$ cat src/rtl/bufmem_pkg.sv
// Shared definitions for the packet-buffer ownership arbiter.
//   - buffer mode-select encodings driven on adr_mode_o
//   - arbiter state encoding
//   - default guard length used on every clock-source change
package bufmem_pkg;

  // Buffer address/clock mode select.
  localparam logic [1:0] MODE_BUS = 2'b00;
  localparam logic [1:0] MODE_DMA = 2'b01;
  localparam logic [1:0] MODE_ETH = 2'b10;

  // Dead cycles around any switch into or out of the ETH clock.
  localparam int unsigned GUARD_CYC_DEF = 2;

  typedef enum logic [2:0] {
    StIdle,
    StGrantBus,
    StGrantDma,
    StGrantEth,
    StGuard
  } arb_state_e;

endpackage

$ cat src/rtl/bufmem_arbiter.sv
// Ownership arbiter for one shared packet buffer (RX or TX).
//
// Three requesters share the buffer: Wishbone bus, DMA engine and Ethernet MAC.
// Priority in IDLE is fixed ETH > DMA > BUS; a grant is held for as long as its
// request stays high. Any move into or out of ETH ownership passes through
// GUARD_CYC dead cycles so the buffer clock mux settles before a write.
//
// Ports:
//   wb_clk_i, wb_rst_n_i  clock and asynchronous active-low reset
//   bus_req_i/bus_gnt_o   bus tenure; buf_stb_o = bus_req_i & bus_gnt_o
//   dma_req_i/dma_gnt_o   DMA tenure
//   eth_req_i/eth_gnt_o   MAC tenure (request pre-synchronised to wb_clk_i)
//   adr_mode_o            00 bus/idle, 01 DMA, 10 ETH
//   busy_o                high in every state except IDLE
//   tmo_o, tmo_clr_i      sticky watchdog flag and its clear
//
// Optional feature: define BUFARB_WATCHDOG_EN to bound a tenure at MAX_HOLD
// cycles whenever another requester is waiting. Without it tmo_o is 0 and
// tmo_clr_i is ignored.
module bufmem_arbiter
  import bufmem_pkg::*;
#(
  parameter int unsigned GUARD_CYC = GUARD_CYC_DEF,
  parameter int unsigned MAX_HOLD  = 1024,
  parameter int unsigned HOLD_W    = 11
) (
  input  logic       wb_clk_i,
  input  logic       wb_rst_n_i,
  input  logic       bus_req_i,
  output logic       bus_gnt_o,
  output logic       buf_stb_o,
  input  logic       dma_req_i,
  output logic       dma_gnt_o,
  input  logic       eth_req_i,
  output logic       eth_gnt_o,
  output logic [1:0] adr_mode_o,
  output logic       busy_o,
  output logic       tmo_o,
  input  logic       tmo_clr_i
);

  // Guard counter runs GuardLoad..0, i.e. GUARD_CYC cycles in StGuard.
  localparam logic [2:0] GuardLoad = 3'(GUARD_CYC - 1);

  arb_state_e state_q, state_d;
  logic       bus_gnt_q, bus_gnt_d;
  logic       dma_gnt_q, dma_gnt_d;
  logic       eth_gnt_q, eth_gnt_d;
  logic [1:0] mode_q, mode_d;
  logic       busy_q, busy_d;
  logic [2:0] guard_q, guard_d;
  // Set while the guard leads into ETH, clear while it leads out.
  logic       to_eth_q, to_eth_d;
  logic       wd_fire;
  logic       arb_go;

`ifdef BUFARB_WATCHDOG_EN
  localparam logic [HOLD_W-1:0] HoldLast = HOLD_W'(MAX_HOLD - 1);

  logic [HOLD_W-1:0] hold_q, hold_d;
  logic              tmo_q, tmo_d;
  logic              own_req, other_pend, in_grant;

  assign in_grant   = bus_gnt_q | dma_gnt_q | eth_gnt_q;
  assign own_req    = (bus_req_i & bus_gnt_q) | (dma_req_i & dma_gnt_q) | (eth_req_i & eth_gnt_q);
  assign other_pend = (bus_req_i & ~bus_gnt_q) | (dma_req_i & ~dma_gnt_q) |
                      (eth_req_i & ~eth_gnt_q);
  // Only a tenure that would otherwise continue is cut short.
  assign wd_fire    = own_req & other_pend & (hold_q == HoldLast);

  always_comb begin
    hold_d = '0;
    if (in_grant) begin
      // Saturate so a late competing request forces release at once.
      hold_d = (hold_q == HoldLast) ? hold_q : hold_q + 1'b1;
    end
  end

  // Set wins over a same-cycle clear.
  assign tmo_d = wd_fire | (tmo_q & ~tmo_clr_i);

  always_ff @(posedge wb_clk_i or negedge wb_rst_n_i) begin
    if (!wb_rst_n_i) begin
      hold_q <= '0;
      tmo_q  <= 1'b0;
    end else begin
      hold_q <= hold_d;
      tmo_q  <= tmo_d;
    end
  end

  assign tmo_o = tmo_q;
`else
  logic [HOLD_W-1:0] unused_hold;
  logic              unused_tmo_clr;

  assign unused_hold    = HOLD_W'(MAX_HOLD);
  assign unused_tmo_clr = tmo_clr_i;
  assign wd_fire        = 1'b0;
  assign tmo_o          = 1'b0;
`endif

  always_comb begin
    state_d   = state_q;
    bus_gnt_d = bus_gnt_q;
    dma_gnt_d = dma_gnt_q;
    eth_gnt_d = eth_gnt_q;
    mode_d    = mode_q;
    guard_d   = guard_q;
    to_eth_d  = to_eth_q;
    arb_go    = 1'b0;

    unique case (state_q)
      StIdle: arb_go = 1'b1;

      StGuard: begin
        if (guard_q != 3'd0) begin
          guard_d = guard_q - 3'd1;
        end else if (to_eth_q && eth_req_i) begin
          state_d   = StGrantEth;
          eth_gnt_d = 1'b1;
        end else if (to_eth_q) begin
          // MAC withdrew during lead-in; the mux already moved to ETH, so guard back out.
          guard_d  = GuardLoad;
          to_eth_d = 1'b0;
          mode_d   = MODE_BUS;
        end else begin
          // Requests held during the guard are arbitrated on its final edge.
          arb_go = 1'b1;
        end
      end

      StGrantBus: begin
        if (!bus_req_i || wd_fire) begin
          state_d   = StIdle;
          bus_gnt_d = 1'b0;
          mode_d    = MODE_BUS;
        end
      end

      StGrantDma: begin
        if (!dma_req_i || wd_fire) begin
          state_d   = StIdle;
          dma_gnt_d = 1'b0;
          mode_d    = MODE_BUS;
        end
      end

      StGrantEth: begin
        if (!eth_req_i || wd_fire) begin
          state_d   = StGuard;
          eth_gnt_d = 1'b0;
          mode_d    = MODE_BUS;
          guard_d   = GuardLoad;
          to_eth_d  = 1'b0;
        end
      end

      default: begin
        state_d   = StIdle;
        bus_gnt_d = 1'b0;
        dma_gnt_d = 1'b0;
        eth_gnt_d = 1'b0;
        mode_d    = MODE_BUS;
      end
    endcase

    if (arb_go) begin
      if (eth_req_i) begin
        // Switch the clock source first; the grant follows after the guard.
        state_d  = StGuard;
        mode_d   = MODE_ETH;
        guard_d  = GuardLoad;
        to_eth_d = 1'b1;
      end else if (dma_req_i) begin
        state_d   = StGrantDma;
        mode_d    = MODE_DMA;
        dma_gnt_d = 1'b1;
      end else if (bus_req_i) begin
        state_d   = StGrantBus;
        mode_d    = MODE_BUS;
        bus_gnt_d = 1'b1;
      end else begin
        state_d = StIdle;
        mode_d  = MODE_BUS;
      end
    end

    busy_d = (state_d != StIdle);
  end

  always_ff @(posedge wb_clk_i or negedge wb_rst_n_i) begin
    if (!wb_rst_n_i) begin
      state_q   <= StIdle;
      bus_gnt_q <= 1'b0;
      dma_gnt_q <= 1'b0;
      eth_gnt_q <= 1'b0;
      mode_q    <= MODE_BUS;
      busy_q    <= 1'b0;
      guard_q   <= 3'd0;
      to_eth_q  <= 1'b0;
    end else begin
      state_q   <= state_d;
      bus_gnt_q <= bus_gnt_d;
      dma_gnt_q <= dma_gnt_d;
      eth_gnt_q <= eth_gnt_d;
      mode_q    <= mode_d;
      busy_q    <= busy_d;
      guard_q   <= guard_d;
      to_eth_q  <= to_eth_d;
    end
  end

  assign bus_gnt_o  = bus_gnt_q;
  assign dma_gnt_o  = dma_gnt_q;
  assign eth_gnt_o  = eth_gnt_q;
  assign adr_mode_o = mode_q;
  assign busy_o     = busy_q;
  // Bus cycles stall outside a bus tenure because the buffer never sees a strobe.
  assign buf_stb_o  = bus_req_i & bus_gnt_q;

endmodule

$ cat config.mk
export PLATFORM = sky130hd
export DESIGN_NAME = bufmem_arbiter
export DESIGN_NICKNAME = d
export VERILOG_FILES = /design/src/rtl/bufmem_pkg.sv /design/src/rtl/bufmem_arbiter.sv
export SDC_FILE = /design/constraint.sdc
export NUM_CORES = 1
export LEC_CHECK = 0
export ABC_AREA = 1
export CORE_UTILIZATION = 45
export CTS_CLUSTER_DIAMETER = 30
export DETAILED_ROUTE_END_ITERATION = 10
export PLACE_DENSITY = 0.7
export SLEW_MARGIN = 20
export SYNTH_ARGS = -nofsm -noshare
export SYNTH_HDL_FRONTEND = slang
export SYNTH_SLANG_ARGS = --single-unit
export TNS_END_PERCENT = 50
$ cat constraint.sdc
create_clock -name wb_clk_i -period 2.1 [get_ports wb_clk_i]
set_input_delay 0.315 -clock wb_clk_i [delete_from_list [all_inputs] [get_ports wb_clk_i]]
set_output_delay 0.315 -clock wb_clk_i [all_outputs]
set_load 0.005 [all_outputs]
==> metrics.md <==
| Metric | Value |
|---|---|
| CTS tree | built |
| Power share of the clock group | 11.4% |
| Number of global-route vias before repair | 629 |
| Final period util | 82.0% |
| ANT cells | 0 |
| Synth area leader | dfrtp_1 |
| Crit path buffers/inverters | 3 |
| Largest cells by area after synthesis | dfrtp_1, nand2_1, inv_1 |
| Vert. Die Dim | 44.7 um |
| Root buffer cell | clkbuf_4 |
| Fmax | 580 MHz |
| Critical setup path kind | in2out |
| Total track usage | 18.2% |
| Die W | 44.7 um |
| CTS buffer count | 3 |
| Most used cell, CP | clkdlybuf4s50_1 |
| DRT Pass-1 Iters | 4 |
| Distinct cells, synth | 25 |
| Port Buffers | 11 |
| Placed inst area | 931 sq um |
| Met2 Resource Use GR | 26.5% |
| First-pass GRT wire length | 2570 um |
| Clock Skew | 0.00422 ns |
| Post-CTS setup buffer count | 0 |
| Site row count | 15 |
| Routed Antenna Nets | 0 |
| Min-Delay Path Class | in2async |
| Switching fraction of total power | 44.2% |
| Post-Syn Area | 820 sq um |
| Final #Nets | 129 |
| DR vias | 688 |
| Dpl hpwl | 1200 um |
| Crit path largest cell delay | 0.50 ns |
| Static Leak | 0.523 nW |
| Area grow syn2layout | 16.8% |
| Tmin final | 1.72 ns |
| Max-cap violations | 0 |
| Initial antenna violation count | 0 |
| Hold Vio Cnt, Final | 0 |
| # IOs | 14 |
| Most Used Layer, Global Route | met2 |
| Avg WL per Cell | 10.4 um |
| Syn Nets | 116 |
| Seq pwr share | 35.5% |
| Largest net degree at the start of global routing | 14 |
| FF/Latch Area | 325 sq um |
| Total grt overflow | 0 |
| Die area | 2000 sq um |
| Synth warnings | 0 |
| Multi-input gate area | 397 sq um |
| Setup_tns | 0 ns |
| Slew Viols, Final | 0 |
| Mapped Cells | 108 |
| Setup violations, final | 0 |
| Worst Tran Pin Value | 0.582 ns |
| Pint | 0.752 mW |
| Comb power frac | 53.1% |
| Worst-skew pair later-pin latency | 0.28 ns |
| Slew HR | 61.1% |
| Layout cells sized above 1 | 13.3% |
| Drt initial violations | 11 |
| Critical Path Sink Type | output port |
| Net Sw Power | 0.597 mW |
| Met1 Resource Use GR | 24.0% |
| H-tree Lvls | 1 |
| Maximum VDD drop | 673 uV |
| CTS sink count | 13 |
| Fillers | 162 |
| Yosys reg bits | 13 |
| Hold WS | 0.404 ns |
| Design Area, Final | 957 sq um |
| Synth top area share | 39.7% |
| Clock transition at path regs | 0.08 ns |
| Crit-path slowest cell | clkdlybuf4s50_1 |
| CP max FO | 3 |
| Starting Density | 48.0% |
| Final WL | 1510 um |
| RD Place Congestion | 0.848 |
| Core area | 1710 sq um |
| Cell Pwr Density | 1410 nW/um^2 |
| Startpoint type of the worst setup path | primary input |
| Cell family with most CP delay | buffers and inverters |
| Worst EP arrival | 1.41 ns |
| Syn avg cell area | 7.59 sq um |
| CTS max path bufs | 2 |
| Crit path cell chain | clkdlybuf4s50_1 > nand2_1 > inv_1 > clkdlybuf4s50_1 |
| Post-CTS sizing | 0 |
| Hold_buf cts | 0 |
| Fin util | 56.0% |
| Status | finished, final reports clean |
| RSZ-0062 raised after global routing | false |
| DRC | 0 |
| CP Data Required Time | 1.78 ns |
| DR vias/cell | 4.74 |
| Met3 Use GR | 4.49% |
| Seq/Total Area, Yosys | 39.7% |
[sequential cells by signal, summed over array words and instances, names as in the netlist]
name and cells:
guard_q 3, eth_gnt_o 1, adr_mode_o 2, bus_gnt_o 1, dma_gnt_o 1, to_eth_q 1
state_q 3, busy_o 1
[final cells by class]
class	count	share of cell area, %
clock buffers	4	2.75
flip-flops and latches	13	34.0
inverters	18	7.06
well taps	25	3.27
multi-input cells	74	41.4
repair buffers	11	11.5
[cells by family (layout without fill, tap and decap cells)]
family	after synthesis	after routing	synth area share (%)
flip-flops	13	13	39.7
XOR/XNOR	1	1	1.07
AO/OA/AOI/OAI	14	14	10.1
other	1	1	0.458
buffers and inverters	21	33	11.9
adder cells (fa/ha/maj)	2	2	3.05
AND/OR/NAND/NOR	56	56	33.7
[metal layers]
| metal | routed length [um] | up-vias |
|---|---|---|
| met3 | 70 | 5 |
| met1 | 720 | 309 |
| met4 | 41 | 0 |
| li1 | - | 362 |
| met5 | 0 | - |
| met2 | 679 | 12 |
[final timing paths]
| kind | start | end | slack, ns | cells after the start |
|---|---|---|---|---|
| min reg2reg | eth_gnt_o | eth_gnt_o | 0.49 | 2 |
| min in group wb_clk_i | eth_gnt_o | eth_gnt_o | 0.49 | 2 |
| min | wb_rst_n_i | bus_gnt_o | 0.40 | 1 |
| max | bus_req_i | buf_stb_o | 0.38 | 4 |
| max in group asynchronous | wb_rst_n_i | busy_o | 1.31 | 1 |
| max reg2reg | guard_q[0] | busy_o | 0.62 | 9 |
[cells in the final DEF (no fill, tap or decap)]
cell / instances
conb_1: 1
nor2_4: 3
o21ai_0: 5
nor3_1: 1
o21ai_2: 1
nand2_2: 3
clkdlybuf4s50_1: 11
nor2_2: 1
clkbuf_1: 1
inv_1: 15
inv_2: 3
nand3b_1: 2
o211ai_1: 2
nor2_1: 10
ha_1: 2
o311ai_0: 1
nand3_1: 7
nand2_4: 1
a21oi_1: 3
dfrtp_1: 13
nand4_1: 1
nand2_1: 26
o21ai_1: 2
xor2_1: 1
clkbuf_4: 3
nand3_2: 1
[through the flow]
| stage | setup WS (ns) | total power [mW] | cells |
|---|---|---|---|
| finish | 0.377 | 1.35 | 145 |
| CTS | 0.369 | 1.37 | 145 |
| global route | 0.286 | 1.48 | 145 |
| global placement | 0.380 | 1.19 | 141 |
| detailed placement | 0.374 | 1.21 | 141 |
| floorplan | 0.823 | 0.986 | 108 |
[power by group through the flow]
stage          Combinational [mW]  Sequential [mW]  Clock (mW)
6_report                    0.716            0.479       0.154
5_1_grt                     0.814            0.496       0.170
4_1_cts                     0.726            0.482       0.161
3_5_place_dp                0.721            0.486           0
3_3_place_gp                0.705            0.485           0
2_1_floorplan               0.533            0.453           0
[Yosys cell counts (all sizes together)]
| library cell | number |
|---|---|
| o21ai | 8 |
| o211ai | 2 |
| nand4 | 1 |
| conb | 1 |
| ha | 2 |
| nand2 | 30 |
| o311ai | 1 |
| dfrtp | 13 |
| nand3 | 8 |
| buf | 3 |
| nor3 | 1 |
| nand3b | 2 |
| nor2 | 14 |
| inv | 18 |
| a21oi | 3 |
| xor2 | 1 |
Power figures use the tool's default switching activity.
